==> config.mk <==
export PLATFORM = sky130hd
export DESIGN_NAME = regfile_wb_arbiter
export DESIGN_NICKNAME = d
export VERILOG_FILES = /design/src/rtl/regfile_wb_arbiter.sv
export SDC_FILE = /design/constraint.sdc
export NUM_CORES = 1
export LEC_CHECK = 0
export BUFFER_PORTS_ARGS = -buffer_cell sky130_fd_sc_hd__clkbuf_2
export CAP_MARGIN = 20
export CORE_MARGIN = 5
export CORE_UTILIZATION = 27
export CTS_CLUSTER_SIZE = 10
export DETAILED_ROUTE_END_ITERATION = 7
export SYNTH_ARGS = -nofsm -noshare
export SYNTH_HDL_FRONTEND = slang
export SYNTH_SLANG_ARGS = --single-unit
==> constraint.sdc <==
create_clock -name clk -period 1.2 [get_ports clk]
set_input_delay 0.18 -clock clk [delete_from_list [all_inputs] [get_ports clk]]
set_output_delay 0.18 -clock clk [all_outputs]
set_load 0.01 [all_outputs]
==> src/rtl/regfile_wb_arbiter.sv <==
// -----------------------------------------------------------------------------
// regfile_wb_arbiter
//
// Purpose:
//   Shares the register file's single write port between two writeback
//   requesters: A (ALU result) and B (load/memory result). The requesters are
//   arbitrated round-robin. The winning write is registered onto the regfile
//   write port (wen1/ad1/din1), so it appears one cycle after acceptance.
//   A per-register pending-write scoreboard is also kept, so that issue logic
//   can stall on the two regfile read addresses.
//
// Parameters:
//   ADDR_WIDTH  register address width (the scoreboard has 2**ADDR_WIDTH bits)
//   DATA_WIDTH  write data width
//
// Ports:
//   clk                 single clock; all state updates on posedge
//   rst                 synchronous, active-high reset
//   issue_valid         an instruction writing issue_rd issues this cycle
//   issue_rd            destination register of the issued instruction
//   a_valid/a_rd/a_data requester A write request
//   a_ready             A's write is accepted this cycle
//   b_valid/b_rd/b_data requester B write request
//   b_ready             B's write is accepted this cycle
//   rf_wen/rf_ad/rf_din regfile write port (wen1/ad1/din1)
//   chk_ad2/chk_ad3     regfile read addresses ad2/ad3, mirrored here
//   busy2/busy3         the matching read address has an outstanding write
// -----------------------------------------------------------------------------
module regfile_wb_arbiter #(
    parameter int ADDR_WIDTH = 5,
    parameter int DATA_WIDTH = 32
) (
    input  logic                  clk,
    input  logic                  rst,

    input  logic                  issue_valid,
    input  logic [ADDR_WIDTH-1:0] issue_rd,

    input  logic                  a_valid,
    output logic                  a_ready,
    input  logic [ADDR_WIDTH-1:0] a_rd,
    input  logic [DATA_WIDTH-1:0] a_data,

    input  logic                  b_valid,
    output logic                  b_ready,
    input  logic [ADDR_WIDTH-1:0] b_rd,
    input  logic [DATA_WIDTH-1:0] b_data,

    output logic                  rf_wen,
    output logic [ADDR_WIDTH-1:0] rf_ad,
    output logic [DATA_WIDTH-1:0] rf_din,

    input  logic [ADDR_WIDTH-1:0] chk_ad2,
    input  logic [ADDR_WIDTH-1:0] chk_ad3,
    output logic                  busy2,
    output logic                  busy3
);

    localparam int NUM_REGS = 2 ** ADDR_WIDTH;

    // Round-robin pointer: names the side that wins when both are valid.
    localparam logic PTR_A = 1'b0;
    localparam logic PTR_B = 1'b1;

    // -------------------------------------------------------------------------
    // State
    // -------------------------------------------------------------------------
    logic                  r_ptr;
    logic                  r_wen;
    logic [ADDR_WIDTH-1:0] r_ad;
    logic [DATA_WIDTH-1:0] r_din;
    logic [NUM_REGS-1:0]   r_sb;

    // -------------------------------------------------------------------------
    // Combinational grant
    // -------------------------------------------------------------------------
    logic                  w_grant_a;
    logic                  w_grant_b;
    logic [NUM_REGS-1:0]   w_sb_next;

    // A lone requester always wins; under contention the pointer side wins.
    // Reset suppresses both grants so nothing is accepted in a reset cycle.
    assign w_grant_a = !rst && a_valid && (!b_valid || (r_ptr == PTR_A));
    assign w_grant_b = !rst && b_valid && (!a_valid || (r_ptr == PTR_B));

    assign a_ready = w_grant_a;
    assign b_ready = w_grant_b;

    // -------------------------------------------------------------------------
    // Round-robin pointer
    // -------------------------------------------------------------------------
    // NOTE: sequential state is written with non-blocking assignments so every
    // flop samples pre-edge values, independent of block evaluation order.
    always_ff @(posedge clk) begin
        if (rst) begin
            r_ptr <= PTR_A;
        end else if (w_grant_a) begin
            r_ptr <= PTR_B;
        end else if (w_grant_b) begin
            r_ptr <= PTR_A;
        end
    end

    // -------------------------------------------------------------------------
    // Registered regfile write port (latency 1 from acceptance)
    // -------------------------------------------------------------------------
    always_ff @(posedge clk) begin
        if (rst) begin
            r_wen <= 1'b0;
            r_ad  <= '0;
            r_din <= '0;
        end else if (w_grant_a) begin
            r_wen <= 1'b1;
            r_ad  <= a_rd;
            r_din <= a_data;
        end else if (w_grant_b) begin
            r_wen <= 1'b1;
            r_ad  <= b_rd;
            r_din <= b_data;
        end else begin
            // Address/data hold their last values; only the enable drops.
            r_wen <= 1'b0;
        end
    end

    assign rf_wen = r_wen;
    assign rf_ad  = r_ad;
    assign rf_din = r_din;

    // -------------------------------------------------------------------------
    // Pending-write scoreboard
    // -------------------------------------------------------------------------
    // The clear is applied first and the set second, so when both hit the same
    // register the set wins: a newer producer is still outstanding.
    always_comb begin
        // NOTE: the next-state vector gets a full default before any partial
        // update; without it this block would infer latches.
        w_sb_next = r_sb;
        if (r_wen) begin
            w_sb_next[r_ad] = 1'b0;
        end
        if (issue_valid) begin
            w_sb_next[issue_rd] = 1'b1;
        end
    end

    // NOTE: the scoreboard is a flop vector, not a RAM, so it can and must be
    // cleared by reset; stale pending bits would stall issue forever.
    always_ff @(posedge clk) begin
        if (rst) begin
            r_sb <= '0;
        end else begin
            r_sb <= w_sb_next;
        end
    end

    // No forwarding: busy reflects the registered scoreboard only.
    assign busy2 = r_sb[chk_ad2];
    assign busy3 = r_sb[chk_ad3];

endmodule

==> results.txt <==
----------------------------------------------------
[Timing]
  Count of pins over their slew limit ... 0
  Final setup viols ... 54
  Final setup TNS ... -10410 ps
  PnR worst setup slack ... -507 ps
  Slew at the pin closest to its max-slew limit ... 941 ps
  Post-route minimum period ... 1710 ps
  Setup repair after global routing missed its margin ... yes
  Share of the clock period used by the worst path ... 142%
  Worst relative slew slack ... 37.2%
  Worst clock skew on the final layout ... 6.95 ps
  FMAX ... 586 MHz
  Tightest hold margin ... 122 ps
  Final hold vios ... 0

[Yosys]
  Post-synthesis cell type count ... 33
  Dominant cells by area after synthesis ... dfxtp_1, a21oi_1, a22oi_1
  #FFs+latches synth ... 71
  Sequential fraction of the synthesis area ... 40.8%
  Main flop type after synthesis ... dfxtp_1
  Post-synth EDFFs ... 0
  Synth warn ... 0
  Post-Syn Instances ... 421
  Average footprint of a synthesized cell ... 8.28 µm²
  Cell type with the highest aggregate area in the netlist ... dfxtp_1
  Combinational family with the most area after synthesis ... compound AO/OA/AOI/OAI gates
  Arithmetic-cell share of the synthesized area counting full adders, half adders and majority gates ... 0%
  Number of nets produced by synthesis ... 515
  Synthesized-area fraction occupied by and/or/nand/nor cells ... 17.9%
  Proportion of synthesized flip-flops having asynchronous set or reset ... 0%
  Post-synthesis xor/xnor area fraction ... 0%
  Share of cell area taken by muxes after synthesis ... 9.19%
  Fraction of the mapped netlist area in compound gates ... 26.5%
  Netlist Area Pre-Place ... 3490 µm²
  Fraction of post-synthesis cell area in the top cell type by area ... 40.8%

[Pwr]
  Power density over cell area ... 1140 nW/µm²
  Maximum vdd ir drop ... 0.000669 V
  Leakage ... 2.46 nW

[Worst setup path]
  Critical path's top delay family ... compound AO/OA/AOI/OAI gates
  Ordered list of cells on the worst path ... mux2i_1 -> a22oi_1 -> nand3_1 -> nand2_1 -> a311o_1 -> buf_2
  Worst path arrival time ... 1530 ps
  Crit path buffers/inverters ... 1
  Depth of the worst register-to-register path ... 8
  Critical Path Stages ... 6
  Element type at the critical path end ... output pin
  Slowest cell on the critical path ... dfxtp_2
  Delay contributed by the slowest stage of the critical path ... 320 ps
  Worst-path maximum fanout ... 3
  Worst Setup Path Type ... reg -> out
  Startpoint type of the worst setup path ... flop
  Critical Path RT ... 1020 ps

[Placed design]
  Total half-perimeter wirelength after legalization and detailed placement ... 8750 µm
  Cells after DPL ... 733
  Placer's final routability congestion estimate ... 0.903
  Count of input and output buffers ... 135
  Setup WS pre-CTS ... -337 ps

[Detailed routing]
  Via Count ... 3936
  DRC violation total after the first TritonRoute iteration ... 157
  Detail Route Antenna Nets ... 0
  Router iterations before antenna repair ... 4
  Remaining DRCs ... 0
  Wire length reported by the detailed router ... 13300 µm
  Avg WL per Cell ... 17.1 µm
  Vias per cell ... 5.06

[Die]
  Initial core utilization ... 27.6%
  Core outline area ... 12600 µm²
  Overall die height ... 124 µm
  Top Ports ... 136
  Die boundary width ... 124 µm
  Placement Rows ... 41
  Die Area ... 15300 µm²

[Finish]
  Non-Filler Instances ... 778
  Antenna diodes ... 0
  Share of cells above drive strength 1 ... 58.9%
  Area added between synthesis and finish ... 69.0%
  Finished Core Util ... 46.7%
  Final net count ... 695

[Global route]
  Vias in the first global route ... 4123
  Initial antenna violation count ... 0
  Largest net degree at the start of global routing ... 69
  First-pass GRT wire length ... 20900 µm
  GR Layer Usage met2 ... 29.2%
  M1 GR Usage ... 22.4%
  GRT overflow ... 0
  Gr busiest metal ... met2
  Global-route met3 utilization ... 4.45%
  Total global routing track utilization ... 17.6%

[Run]
  Max-cap violation count ... 0

[Clocking]
  Clk slew on worst S/H paths ... 60 ps
  CTS tree ... built
  Clock latency on the worst-skew pair ... 330 ps
  Maximum root-to-sink buffer count ... 2
  Clock sink total ... 71
  Clock root buffer ... clkbuf_16
  CTS H-tree lvls ... 3
  Hold buffers post-CTS ... 0
  Total CTS buffers ... 9

[Outcome]
  Result of the run ... finished with violations
  Violations in the final reports ... negative setup slack

[Worst hold path]
  Worst min-delay path category ... in -> reg
  Instance count along the most critical hold path ... 3

----------------------------------------------------
-- logic make-up (layout without fill, tap and decap cells) --
group / after synthesis / after routing
buf+inv: 31 / 216
flops: 71 / 71
compound gates: 158 / 158
mux: 32 / 32
simple gates: 129 / 129
-- cells in the final DEF, fill, tap and decap left out, drive strengths merged, types with 6 or more instances in the layout --
master,instances
nand2,85
mux2i,32
nand3,6
dfxtp,71
a21oi,76
o21ai,32
a22oi,45
clkbuf,142
buf,68
nor2,7
-- per-stage QoR --
| step | instance area [µm²] | total power (W) |
|---|---|---|
| 6_report | 5890 | 0.00672 |
| 3_3_place_gp | 4530 | 0.00355 |
| 2_1_floorplan | 3570 | 0.00313 |
| 3_5_place_dp | 4530 | 0.00357 |
| 4_1_cts | 5630 | 0.00666 |
| 5_1_grt | 5890 | 0.00702 |
-- worst paths after layout --
kind / endpoint / slack, ps / from
setup / recovery: busy2 / -510 / r_sb[27]
setup reg to reg: rf_din[28] / -270 / r_ptr
hold reg to reg: rf_din[8] / 470 / rf_din[8]
hold / removal: rf_din[23] / 120 / b_data[23]
-- layout make-up --
type	instances	area, µm²
clock inverter	5	56.3
clock buffer	11	243
multi-input combinational	319	2440
tap	172	215
sequential	71	1460
inverter	1	3.75
fill	1205	6730
timing repair buffer	199	1480
-- what timing repair did --
action | in CTS | in global routing
pin swaps | 87 | 48
gates resized for setup | 125 | 87
cloned | 9 | 0
setup endpoints to repair | 52 | 63
setup buffers | 16 | 11
-- cells in the mapped netlist, types with 2 or more instances --
| cell type | count |
|---|---|
| buf_4 | 8 |
| or3b_2 | 2 |
| buf_6 | 6 |
| nand4b_1 | 2 |
| o21ai_0 | 32 |
| mux2i_1 | 32 |
| a311o_1 | 2 |
| nor2b_1 | 5 |
| nand2b_1 | 2 |
| nand2_1 | 85 |
| buf_2 | 4 |
| dfxtp_1 | 71 |
| nor2_1 | 6 |
| and2_1 | 2 |
| nor3b_1 | 3 |
| and3_1 | 2 |
| clkbuf_1 | 11 |
| and3b_1 | 3 |
| nand3_1 | 6 |
| a21oi_1 | 75 |
| nand3b_1 | 5 |
| a211oi_1 | 2 |
| a22oi_1 | 45 |
-- worst reg2reg max path: cells and delay by family, from the launching register on --
kind,cells,cell delay (ps)
AO/OA/AOI/OAI,2,170
flip-flops,1,380
buffers and inverters,3,430
AND/OR/NAND/NOR,3,420
-- layer usage --
| layer | vias to the layer above | share of wire (%) | routed length (µm) |
|---|---|---|---|
| li1 | 1891 | - | - |
| met1 | 1856 | 42 | 5640 |
| met2 | 172 | 48 | 6350 |
| met3 | 17 | 8.1 | 1070 |
| met4 | 0 | 1.7 | 220 |
| met5 | - | 0 | 0 |
-- sequential cells by signal, indices dropped and copies added (netlist names) --
| register | count |
|---|---|
| r_sb | 32 |
| rf_ad | 5 |
| rf_wen | 1 |
| r_ptr | 1 |
| rf_din | 32 |
-- power by group --
part,total (W),switching (W),internal [W]
sequential,0.00257,0.000107,0.00246
combinational,0.00149,0.000737,0.000748
clock,0.00267,0.00100,0.00167
total,0.00672,0.00185,0.00488
Note: power is estimated with default switching activity, not from simulation.
